### src/rtl/mul_seq_unit_if.sv
// Handshake and data bundle between the control unit and the sequential multiplier.
// The control unit drives the request side; the multiplier returns product/busy/done.
interface mul_seq_unit_if #(
  parameter int WIDTH = 32
);
  logic               start;
  logic               mul_signed;
  logic [WIDTH-1:0]   A;
  logic [WIDTH-1:0]   B;
  logic [2*WIDTH-1:0] product;
  logic               busy;
  logic               done;

  modport master (
    output start, mul_signed, A, B,
    input  product, busy, done
  );

  modport slave (
    input  start, mul_signed, A, B,
    output product, busy, done
  );
endinterface

### src/rtl/mul_seq_unit.sv
// Radix-2 shift-add multiplier: WIDTH iterations on magnitudes, then one sign-fix cycle.
// Product is registered and only changes on completion or reset.
module mul_seq_unit #(
  parameter int WIDTH = 32,
  parameter int CNT_W = 5
) (
  input  logic          clk,
  input  logic          rst_n,
  mul_seq_unit_if.slave mul
);
  localparam int PW = 2 * WIDTH;

  typedef enum logic [1:0] {IDLE, RUN, FIX} state_t;

  state_t           state;
  logic [WIDTH-1:0] mcand;
  logic [WIDTH-1:0] mplier;
  logic [WIDTH-1:0] acc;
  logic [CNT_W-1:0] cnt;
  logic             neg;
  logic [PW-1:0]    product;
  logic             busy;
  logic             done;
  logic [WIDTH:0]   sum;
  logic [PW-1:0]    full;

  function automatic logic [WIDTH-1:0] mag(input logic [WIDTH-1:0] x, input logic sgn);
    return (sgn && x[WIDTH-1]) ? ((~x) + WIDTH'(1)) : x;
  endfunction

  // acc is the upper half of the running product; mplier shifts out into the lower half
  always_comb begin
    sum  = {1'b0, acc} + {1'b0, (mplier[0] ? mcand : {WIDTH{1'b0}})};
    full = {acc, mplier};
  end

  always_ff @(posedge clk or negedge rst_n) begin
    if (!rst_n) begin
      state   <= IDLE;
      mcand   <= '0;
      mplier  <= '0;
      acc     <= '0;
      cnt     <= '0;
      neg     <= 1'b0;
      product <= '0;
      busy    <= 1'b0;
      done    <= 1'b0;
    end else begin
      unique case (state)
        IDLE: begin
          done <= 1'b0;
          if (mul.start) begin
            mcand  <= mag(mul.A, mul.mul_signed);
            mplier <= mag(mul.B, mul.mul_signed);
            neg    <= mul.mul_signed & (mul.A[WIDTH-1] ^ mul.B[WIDTH-1]);
            acc    <= '0;
            cnt    <= '0;
            busy   <= 1'b1;
            state  <= RUN;
          end
        end
        RUN: begin
          {acc, mplier} <= {sum, mplier[WIDTH-1:1]};
          cnt <= cnt + CNT_W'(1);
          if (cnt == CNT_W'(WIDTH - 1)) begin
            state <= FIX;
          end
        end
        FIX: begin
          product <= neg ? ((~full) + PW'(1)) : full;
          done    <= 1'b1;
          busy    <= 1'b0;
          state   <= IDLE;
        end
        default: state <= IDLE;
      endcase
    end
  end

  assign mul.product = product;
  assign mul.busy    = busy;
  assign mul.done    = done;
endmodule

### src/flat_wrapper.sv
// flat-port wrapper written by rule: the top's interface ports become plain ports
module mul_seq_unit_flat 
#(
  parameter int WIDTH = 32,
  parameter int CNT_W = 5
)
  (clk, rst_n, mul_start, mul_mul_signed, mul_A, mul_B, mul_product, mul_busy, mul_done);
  mul_seq_unit_if #(.WIDTH(WIDTH)) mul_i ();
  input  logic clk;
  input  logic rst_n;
  input wire logic [$bits(mul_i.start)-1:0] mul_start;
  input wire logic [$bits(mul_i.mul_signed)-1:0] mul_mul_signed;
  input wire logic [$bits(mul_i.A)-1:0] mul_A;
  input wire logic [$bits(mul_i.B)-1:0] mul_B;
  output wire logic [$bits(mul_i.product)-1:0] mul_product;
  output wire logic [$bits(mul_i.busy)-1:0] mul_busy;
  output wire logic [$bits(mul_i.done)-1:0] mul_done;
  assign mul_i.start = mul_start;
  assign mul_i.mul_signed = mul_mul_signed;
  assign mul_i.A = mul_A;
  assign mul_i.B = mul_B;
  assign mul_product = mul_i.product;
  assign mul_busy = mul_i.busy;
  assign mul_done = mul_i.done;
  mul_seq_unit #(.WIDTH(WIDTH), .CNT_W(CNT_W)) u_core (.clk(clk), .rst_n(rst_n), .mul(mul_i));
endmodule
### config.mk
export PLATFORM = sky130hd
export DESIGN_NAME = mul_seq_unit_flat
export DESIGN_NICKNAME = d
export VERILOG_FILES = /design/src/rtl/mul_seq_unit_if.sv /design/src/rtl/mul_seq_unit.sv /design/src/flat_wrapper.sv
export SDC_FILE = /design/constraint.sdc
export NUM_CORES = 1
export LEC_CHECK = 0
export CORE_ASPECT_RATIO = 0.5
export CORE_MARGIN = 3
export CORE_UTILIZATION = 34
export DETAILED_ROUTE_END_ITERATION = 16
export GPL_TIMING_DRIVEN = 0
export PLACE_DENSITY_LB_ADDON = 0.25
export SLEW_MARGIN = 20
export SYNTH_ARGS = -nofsm -noshare
export SYNTH_HDL_FRONTEND = slang
export SYNTH_SLANG_ARGS = --single-unit
### constraint.sdc
create_clock -name clk -period 3.7 [get_ports clk]
set_input_delay 1.11 -clock clk [delete_from_list [all_inputs] [get_ports clk]]
set_output_delay 1.11 -clock clk [all_outputs]
set_load 0.1 [all_outputs]
==> out/metrics.csv <==
metric,value,unit
cp-start-kind,flop,
grt_max_degree,67,
gp_congestion,0.907,
rows,46,
clkSlewWorstSetupHoldPaths,0.07,ns
num-nets-final,1559,
port_buffers,132,
ys.warnings.count,0,
dp_cells,1865,
grt-ovfl-total,0,
antenna_found_initial,1,
clock-sinks,170,
cts_tree,yes,
syn-num-nets,1405,
route.detailed.drc,0,
ant_nets,0,
fmax,0.286,GHz
h-tree-depth,4,
ys_seq_elements,170,
diodes,0,
ys_types,68,
synth_top_family_by_area,compound AO/OA/AOI/OAI gates,
synth_ff_type,dfrtp_1,
synthSimpleGateAreaFrac,20.0,%
cellLeakagePower,0.00553,uW
fin_util,42.7,%
clock_path_buffers,2,
first_global_vias,10300,
max_cap_viol_count,0,
synth_compound_area_share,22.7,%
seq_area_frac_synth,38.4,%
syn_inst,1299,
clockRootBuffer,clkbuf_16,
routedWlPerCell,19.5,microns
start_util,34.7,%
dr.pass1.iters,6,
synth_mux_area_share,0.271,%
synth_fa_ha_area_share,4.36,%
first_iter_violations,954,
ir_drop,0.000571,V
crit_type,flop to flop,
postRouteWirelength,36.9,mm
synth_top_cells_by_area,"dfrtp_1, xor2_1, o21ai_0, nand2_1, ha_1",
final_cells,1897,
regArea,0.00426,sq mm
worst_pin_slew,1.03,ns
dieArea,0.0349,sq mm
hold_ws,0.475,ns
nFillCells,3187,
core,0.0319,sq mm
numCtsBuffers,17,
grt_use_total,21.2,%
hp-class,flop to flop,
synth_top_area_share,38.4,%
crit_family,compound AO/OA/AOI/OAI gates,
drive_above_1_share,3.82,%
die_w,261,microns
slew_headroom,31.0,%
grt_pass1_wl,58.0,mm
pwr_density_cell,925,mW/mm^2
crit_arrival,3.82,ns
finalCriticalPeriod,3.49,ns
crit_path_max_incr_delay,0.51,ns
io_pins,134,
drv_slew,0,
synth.avg_cell_area,8.52,sq um
fin_skew,0.0161,ns
dp_hpwl,28.9,mm
path_max_fanout,10,
cp_slowest_cell,dfrtp_2,
worstSetupEndpointType,flop,
syn_to_final_growth,23.1,%
synth_xor_area_share,11.0,%
crit_required,4.03,ns
crit_chain,"clkbuf_2, and2_1, ha_1, inv_1, fa_1, nor2b_1, o2111ai_1, a21oi_1, o2111ai_1, a211oi_2, buf_4, nor2b_1, o311ai_0",
fin_crit_sh,94.4,%
vias_per_cell,5.52,
multi_input_area,0.00647,sq mm
netlist_area,0.0111,sq mm
async_reset_ff_share,100,%
vias,10500,
synth_edf_count,0,
yosysTopAreaCell,dfrtp_1,
clk_latency,0.45,ns
setup-violations-final,0,
run_status,"complete, no violations",
cp.buffers_inverters,3,
hold_viol,0,
fp.dieH,134,microns
rsz0062_at_grt,false,
[layer usage]
layer | share of wire [%] | track usage, %
met2 | 46 | 33.3
met3 | 6.2 | 3.49
met4 | 2.3 | 7.38
met5 | 0.035 | 0
met1 | 46 | 29.6
[timing repair]
| action | 4_1_cts | 5_1_grt |
|---|---|---|
| endpoints found under the setup margin | 3 | 4 |
| setup buffers | 0 | 1 |
| pin swaps | 0 | 2 |
| hold buffers | 0 | 0 |
| resized for setup | 4 | 3 |
[tightest hold or removal path: stages, from the launching register on]
cell and delay (ns):
dfrtp_1 0.34, nand2_1 0.04, o21ai_0 0.06
[area by class of cell]
| cell class | count | area share (%) |
|---|---|---|
| Clock inverter | 9 | 1.02 |
| Multi-Input combinational cell | 1036 | 47.5 |
| Buffer | 74 | 2.12 |
| Clock buffer | 22 | 3.48 |
| Inverter | 19 | 0.523 |
| Timing Repair Buffer | 135 | 10.2 |
| Tap cell | 432 | 3.97 |
| Sequential cell | 170 | 31.2 |
[synthesized netlist by cell type (4+ instances only)]
cell       number
nand4_1        14
and3_1          8
xnor2_1        44
a21oi_1        65
o21ai_0       165
o41ai_1        18
a211oi_1        5
xor2_1         95
nand2b_1        5
o21a_1         12
ha_1           37
a21o_1         18
a31oi_1        13
nor3_1         31
nand3_1        27
inv_1          18
o21ai_1        16
o2111ai_1       6
or3_1          21
nor2b_1         9
dfrtp_1       170
nor2_1         55
clkbuf_1       68
a21boi_0        4
o31ai_1        29
or2_2           7
nor4_1          7
a22oi_1        21
or4_1          15
and2_1         46
nand2_1       182
o22ai_1         4
[layout by cell type (no fill, tap or decap), types with 5 or more instances in the layout]
cell,n
clkbuf_1,69
o21a_1,12
or2_2,7
and2_1,46
dfrtp_1,169
o2111ai_1,6
nand3_1,27
a22oi_1,21
o21ai_0,165
a21o_1,18
nor3_1,30
and3_1,8
xnor2_1,44
nand2_1,182
xor2_1,95
nor2b_1,9
nor2_1,55
clkbuf_16,17
o21ai_1,16
inv_1,18
or4_1,15
ha_1,37
nand2b_1,5
nand4_1,14
nor4_1,7
or3_1,21
o41ai_1,18
a21oi_1,65
clkdlybuf4s50_1,131
o31ai_1,29
a31oi_1,13
[flip-flops by register name, summed over array words and instances, names as in the netlist]
name,cells
u_core.neg,1
u_core.mul.product,64
u_core.mcand,32
u_core.mul.busy,1
u_core.acc,32
u_core.state,2
u_core.cnt,5
u_core.mplier,32
u_core.mul.done,1
[stage by stage]
step	cell area (sq um)	setup WS [ns]	setup TNS, ns	total power (uW)
floorplan	11100	0.618	0	8620
global placement	12900	-5.50	-932.47	10500
detailed placement	13000	-0.350	-2.42	10700
CTS	13600	0.00536	0	12600
global route	13600	0.0536	0	13400
finish	13600	0.208	0	12600
[cell families after synthesis]
| kind of cell | Yosys count |
|---|---|
| xor gates and xnor gates | 139 |
| AOI/OAI and AO/OA | 408 |
| adders and majority gates | 38 |
| buffers and inverters | 93 |
| muxes | 3 |
| and+or+nand+nor | 448 |
| DFF | 170 |
[report_power, final]
part,internal [uW],switching [uW]
registers,2710,908
logic,2260,4830
clock network,1120,787
total,6080,6520
[final timing paths]
kind / from / endpoint / slack, ns / cells after the start
worst max-delay path: u_core.mplier[0] / u_core.acc[27] / 0.21 / 13
worst min-delay path: u_core.mcand[16] / u_core.mcand[16] / 0.47 / 2
worst max register to register: u_core.mplier[0] / u_core.acc[27] / 0.21 / 13
worst min register to register: u_core.mcand[16] / u_core.mcand[16] / 0.47 / 2
max in group asynchronous: rst_n / u_core.mcand[9] / 2.46 / 2
min in group asynchronous: rst_n / u_core.mul.product[5] / 0.56 / 1
Power figures use the tool's default switching activity.
